## src/rtl/handshake_mem_copier_if.sv

```systemverilog
// handshake_mem_copier_if: Avalon-MM master/slave bundle used by the copier
interface handshake_mem_copier_if #(parameter int ADDR_W = 15);
  logic [ADDR_W-1:0] address;
  logic              read;
  logic              write;
  logic [31:0]       writedata;
  logic [3:0]        byteenable;
  logic              waitrequest;
  logic [31:0]       readdata;
  logic              readdatavalid;
  modport master(output address, read, write, writedata, byteenable,
                 input waitrequest, readdata, readdatavalid);
  modport slave(input address, read, write, writedata, byteenable,
                output waitrequest, readdata, readdatavalid);
endinterface

```

## src/rtl/handshake_mem_copier.sv

```systemverilog
// handshake_mem_copier: word-by-word Avalon-MM block copy with running checksum
module handshake_mem_copier #(
  parameter int ADDR_W = 15,
  parameter int LEN_W  = 13
) (
  input  logic                  clk,
  input  logic                  reset_n,
  input  logic                  start,
  input  logic [ADDR_W-1:0]     src_addr,
  input  logic [ADDR_W-1:0]     dst_addr,
  input  logic [LEN_W-1:0]      num_words,
  output logic                  busy,
  output logic                  done,
  output logic [31:0]           checksum,
  handshake_mem_copier_if.master avm
);
  typedef enum logic [2:0] {IDLE, RD, RDWAIT, WR, DONE} state_t;
  state_t state, state_n;
  logic [ADDR_W-1:0] src_ptr, dst_ptr, src_n, dst_n;
  logic [LEN_W-1:0] cnt;
  logic go, wr_acc, rd_cap;
  assign avm.byteenable = 4'hF;
  // next-state and next-pointer decode; pointers step only when a write is accepted
  always_comb begin
    go     = (state == IDLE) && start;
    wr_acc = (state == WR) && !avm.waitrequest;
    rd_cap = (state == RDWAIT) && avm.readdatavalid;
    src_n  = go ? {src_addr[ADDR_W-1:2], 2'b00} : wr_acc ? src_ptr + ADDR_W'(4) : src_ptr;
    dst_n  = go ? {dst_addr[ADDR_W-1:2], 2'b00} : wr_acc ? dst_ptr + ADDR_W'(4) : dst_ptr;
    state_n = state;
    case (state)
      IDLE:    state_n = go ? ((num_words == '0) ? DONE : RD) : IDLE;
      RD:      state_n = avm.waitrequest ? RD : RDWAIT;
      RDWAIT:  state_n = avm.readdatavalid ? WR : RDWAIT;
      WR:      state_n = avm.waitrequest ? WR : ((cnt == LEN_W'(1)) ? DONE : RD);
      DONE:    state_n = IDLE;
      default: state_n = IDLE;
    endcase
  end
  // state register
  always_ff @(posedge clk) begin
    if (!reset_n) state <= IDLE;
    else          state <= state_n;
  end
  // datapath and registered outputs, all derived from the upcoming state
  always_ff @(posedge clk) begin
    if (!reset_n) begin
      src_ptr       <= '0;
      dst_ptr       <= '0;
      cnt           <= '0;
      busy          <= 1'b0;
      done          <= 1'b0;
      checksum      <= '0;
      avm.read      <= 1'b0;
      avm.write     <= 1'b0;
      avm.address   <= '0;
      avm.writedata <= '0;
    end else begin
      src_ptr       <= src_n;
      dst_ptr       <= dst_n;
      cnt           <= go ? num_words : wr_acc ? cnt - LEN_W'(1) : cnt;
      checksum      <= go ? '0 : rd_cap ? checksum + avm.readdata : checksum;
      avm.writedata <= rd_cap ? avm.readdata : avm.writedata;
      avm.read      <= state_n == RD;
      avm.write     <= state_n == WR;
      busy          <= state_n inside {RD, RDWAIT, WR};
      done          <= state_n == DONE;
      avm.address   <= (state_n == WR) ? dst_n : (state_n == RD) ? src_n : avm.address;
    end
  end
endmodule

```

## src/flat_wrapper.sv

```systemverilog
// flat-port wrapper written by rule: the top's interface ports become plain ports
module handshake_mem_copier_flat 
#(
  parameter int ADDR_W = 15,
  parameter int LEN_W  = 13
)
  (clk, reset_n, start, src_addr, dst_addr, num_words, busy, done, checksum, avm_address, avm_read, avm_write, avm_writedata, avm_byteenable, avm_waitrequest, avm_readdata, avm_readdatavalid);
  handshake_mem_copier_if #(.ADDR_W(ADDR_W)) avm_i ();
  input  logic clk;
  input  logic reset_n;
  input  logic start;
  input  logic [ADDR_W-1:0] src_addr;
  input  logic [ADDR_W-1:0] dst_addr;
  input  logic [LEN_W-1:0] num_words;
  output logic busy;
  output logic done;
  output logic [31:0] checksum;
  output wire logic [$bits(avm_i.address)-1:0] avm_address;
  output wire logic [$bits(avm_i.read)-1:0] avm_read;
  output wire logic [$bits(avm_i.write)-1:0] avm_write;
  output wire logic [$bits(avm_i.writedata)-1:0] avm_writedata;
  output wire logic [$bits(avm_i.byteenable)-1:0] avm_byteenable;
  input wire logic [$bits(avm_i.waitrequest)-1:0] avm_waitrequest;
  input wire logic [$bits(avm_i.readdata)-1:0] avm_readdata;
  input wire logic [$bits(avm_i.readdatavalid)-1:0] avm_readdatavalid;
  assign avm_address = avm_i.address;
  assign avm_read = avm_i.read;
  assign avm_write = avm_i.write;
  assign avm_writedata = avm_i.writedata;
  assign avm_byteenable = avm_i.byteenable;
  assign avm_i.waitrequest = avm_waitrequest;
  assign avm_i.readdata = avm_readdata;
  assign avm_i.readdatavalid = avm_readdatavalid;
  handshake_mem_copier #(.ADDR_W(ADDR_W), .LEN_W(LEN_W)) u_core (.clk(clk), .reset_n(reset_n), .start(start), .src_addr(src_addr), .dst_addr(dst_addr), .num_words(num_words), .busy(busy), .done(done), .checksum(checksum), .avm(avm_i));
endmodule
```

## config.mk

```make
export PLATFORM = sky130hd
export DESIGN_NAME = handshake_mem_copier_flat
export DESIGN_NICKNAME = d
export VERILOG_FILES = /design/src/rtl/handshake_mem_copier_if.sv /design/src/rtl/handshake_mem_copier.sv /design/src/flat_wrapper.sv
export SDC_FILE = /design/constraint.sdc
export NUM_CORES = 1
export LEC_CHECK = 0
export CORE_MARGIN = 2
export CORE_UTILIZATION = 40
export DETAILED_ROUTE_END_ITERATION = 7
export PLACE_DENSITY = 0.67
export SLEW_MARGIN = 20
export SYNTH_ARGS = -nofsm -noshare
export SYNTH_HDL_FRONTEND = slang
export SYNTH_SLANG_ARGS = --single-unit
```

## constraint.sdc

```tcl
create_clock -name clk -period 3.05 [get_ports clk]
set_input_delay 0.61 -clock clk [delete_from_list [all_inputs] [get_ports clk]]
set_output_delay 0.61 -clock clk [all_outputs]
set_load 0.01 [all_outputs]
```

==> flow_summary_export.csv <==
group,metric,value,unit
status,status,"complete, no violations",
timing,min_period,2.89,ns
cells_and_area,area_growth,41.3,%
route,drtIter0Drc,380,
worst_setup_path,crit_buf_inv,1,
worst_setup_path,critPathMaxStageDelay,0.37,ns
global_routing,grt_max_degree,47,
route,drc,0,
logic_synthesis,ys_seq_elements,129,
logic_synthesis,synth_edf_count,0,
worst_hold_path,min_to,"u_core.avm.writedata[4]",
floorplan,coreArea,17200,um^2
route,vias,6916,
cells_and_area,layout.nets,1192,
timing,finalHoldViolations,0,
clocking,clk_path_buf_depth,2,
worst_setup_path,cp.arrival,3.21,ns
cells_and_area,postLayoutCellArea,9850,um^2
route,routed_wl,20300,um
timing,hold-worst-slack,0.452,ns
floorplan,ios,167,
worst_setup_path,path_max_fanout,4,
logic_synthesis,syn_area_per_cell,8.00,um^2
clocking,insertion_delay,0.42,ns
worst_setup_path,crit_family,"compound AO/OA/AOI/OAI gates",
global_routing,antenna_found_initial,0,
cells_and_area,layout-drive-gt1-share,0.125,
clocking,cts_tree,"built",
global_routing,grt_overflow,0,
worst_setup_path,reg2reg_slack,0.30,ns
power_and_ir_drop,p_total,0.00480,W
logic_synthesis,synthArstFlopShare,0,
global_routing,gr-usage-met3,0.0391,
cells_and_area,postLayoutCoreUtil,0.573,
worst_setup_path,slowest_stage,"o41a_1",
timing,slew_viol_final,0,
power_and_ir_drop,pwr-share-comb,0.186,
global_routing,grtUsageTotal,0.220,
floorplan,die-area,18500,um^2
clocking,cts_made_buffers,17,
logic_synthesis,synthCells,871,
worst_setup_path,critPathRequiredTime,3.36,ns
power_and_ir_drop,leakagePower,3.99,nW
global_routing,grt_pass1_wl,32600,um
worst_hold_path,min-delay-start,"u_core.avm.writedata[4]",
worst_setup_path,path_cells,"dlygate4sd2_1 > ha_2 > fa_2 > a211oi_2 > nor3_1 > o41a_1 > a41o_1 > a31oi_4 > o21ai_0 > xor2_1 > a22o_1",
place,dpl_cell_area,9240,um^2
worst_setup_path,end_kind,"register",
route,wl_per_cell,15.4,um
logic_synthesis,yosysUniqueCellTypes,64,
worst_hold_path,min_path_cells,2,
worst_setup_path,crit_path_start_kind,"primary input",
worst_setup_path,crit_type,"in -> reg",
timing,period_share,0.948,
global_routing,grt_util_met1,0.301,
logic_synthesis,synth_warnings,0,
place,io_buffer_count,158,
power_and_ir_drop,intPower,0.00343,W
worst_setup_path,rr_worst_depth,10,
power_and_ir_drop,clkPwrFrac,0.426,
clocking,h-tree-depth,4,
logic_synthesis,ys.flop_type,"dfxtp_1",
worst_setup_path,timing.rr.end,"u_core.checksum[26]",
timing,rsz0062_at_grt,"no",
global_routing,top_usage_layer,"met2",
power_and_ir_drop,power_frac_seq,0.388,
logic_synthesis,yosysSeqAreaShare,0.371,
global_routing,met2_usage,0.357,
clocking,root_buffer,"clkbuf_16",
route,viasPerCell,5.26,
cells_and_area,antenna_cells,0,
timing,worstMarginPinSlew,0.514,ns
place,place.gp.congestion,0.896,
timing,relSlewSlack,0.657,
logic_synthesis,syn_area,6970,um^2
place,dp.final_hpwl,14700,um
floorplan,dieWidth,136,um
worst_hold_path,hold_class,"reg -> reg",
floorplan,start_util,0.406,
power_and_ir_drop,p_sw_frac,0.285,
clocking,cts_num_sinks,129,
route,postRouteAntennaNets,0,
route,first_pass_iters,6,
global_routing,grt_pass1_vias,6473,
timing,max_freq,0.346,GHz
timing,setup_viol,0,
clocking,clk_pin_slew,0.06,ns
clocking,hold_buffers,0,
power_and_ir_drop,p_sw,0.00137,W
flow_run,maxCapViolations,0,
power_and_ir_drop,power_density,487,nW/um^2
floorplan,die_h,136,um
worst_setup_path,rr_startpoint,"u_core.checksum[0]",
timing,clock_skew,0.00848,ns
power_and_ir_drop,ir_drop,444,uV
floorplan,core.rowCount,48,
## kinds of logic (layout without fill, tap and decap cells)
logic type      count (synthesis)  count (layout)  synth area share
xor+xnor                       46              46            0.0578
mux                            14              14            0.0203
other cells                     1               4          0.000538
buf+inv                        68             283            0.0411
fa+ha+maj                      36              36            0.0657
flops                         129             129             0.371
simple gates                  322             322             0.213
compound gates                255             255             0.231
## synthesized netlist by cell type (10+ instances only)
| cell | count | area [um^2] |
|---|---|---|
| a21oi_1 | 110 | 551 |
| o21ai_0 | 40 | 200 |
| and3_1 | 16 | 100 |
| ha_1 | 35 | 438 |
| xnor2_1 | 23 | 201 |
| nor3_1 | 12 | 60.1 |
| nand3_1 | 17 | 85.1 |
| dfxtp_1 | 129 | 2580 |
| a22o_1 | 13 | 114 |
| a211oi_1 | 13 | 97.6 |
| xor2_1 | 23 | 201 |
| nor2_1 | 70 | 263 |
| mux2i_1 | 13 | 130 |
| inv_1 | 11 | 41.3 |
| a21o_1 | 19 | 143 |
| nand2_1 | 142 | 533 |
| a31oi_1 | 10 | 62.6 |
| and2_1 | 23 | 144 |
| clkbuf_1 | 47 | 176 |
| nand4_1 | 13 | 81.3 |
## tightest hold or removal path: stages, from the launching register on
cell     delay [ns]
dfxtp_1        0.31
nand2_1        0.05
a21oi_1        0.05
## worst max path at each step
stage / from / to / cells past startpoint
floorplan: avm_readdata[0] / u_core.checksum[26] / 10
global placement: avm_readdata[0] / u_core.checksum[26] / 11
detailed placement: avm_readdata[0] / u_core.checksum[26] / 11
CTS: avm_readdata[4] / u_core.checksum[27] / 10
global route: avm_readdata[2] / u_core.checksum[26] / 10
finish: avm_readdata[0] / u_core.checksum[26] / 11
## state kept, by name, indices dropped and copies added (netlist names)
name and flops:
u_core.done 1, u_core.avm.writedata 32, u_core.avm.read 1, u_core.dst_ptr 15, u_core.cnt 13, u_core.avm.write 1, u_core.avm.address 15, u_core.checksum 32
u_core.src_ptr 15, u_core.busy 1, u_core.state 3
## placed cells by master, fill, tap and decap left out, drive strengths merged, types with 3 or more instances in the layout
master and n:
o211ai 9, and4 3, o21a 3, a21oi 110
nand2 142, nand4 13, clkbuf 17, dfxtp 129
clkdlybuf4s50 156, and3 16, clkinv 8, conb 4
xor2 23, or3 5, xnor2 23, a221oi 3
o21ai 40, nand3 18, inv 15, a21o 19
mux2i 13, and2 23, a21boi 3, nor4 6
a211oi 16, a221o 3, a31oi 10, nor2b 4
a22o 13, nor3 12, ha 35, buf 81
nor2 71, nand2b 3
## per-layer routing
metal | vias up | routed length [um]
met2 | 157 | 9370
met5 | - | 0
met1 | 3236 | 9760
met4 | 0 | 291
met3 | 19 | 854
li1 | 3504 | -
## area by class of cell
| class | count | area, um^2 |
|---|---|---|
| inverters | 12 | 45.0 |
| repair buffers | 239 | 2200 |
| clock inverters | 15 | 160 |
| clock buffers | 17 | 425 |
| fillers | 1629 | 7330 |
| multi-input cells | 677 | 4150 |
| well taps | 225 | 282 |
| flip-flops and latches | 129 | 2580 |
## timing repair
item                                    in CTS  in global routing
endpoints found under the setup margin       6                  9
gates resized for setup                      3                  4
setup buffers                                2                  0
pin swaps                                    4                  2
## power groups by stage
stage,Sequential [W],Clock [W],Combinational (W)
after global placement,0.00189,0,0.000883
after global routing,0.00187,0.00214,0.000980
after floorplan,0.00191,0,0.000481
after CTS,0.00186,0.00208,0.000896
final,0.00186,0.00204,0.000893
after detailed placement,0.00190,0,0.000889
## through the flow
step | setup TNS, ns | cells | worst slack [ns]
after floorplan | 0 | 874 | 0.0288
after global placement | -6.04 | 1280 | -0.637
after detailed placement | -6.85 | 1280 | -0.671
after CTS | 0 | 1314 | 0.0584
after global routing | 0 | 1314 | 0.0225
final | 0 | 1314 | 0.158
(Power assumes the default switching activity.)
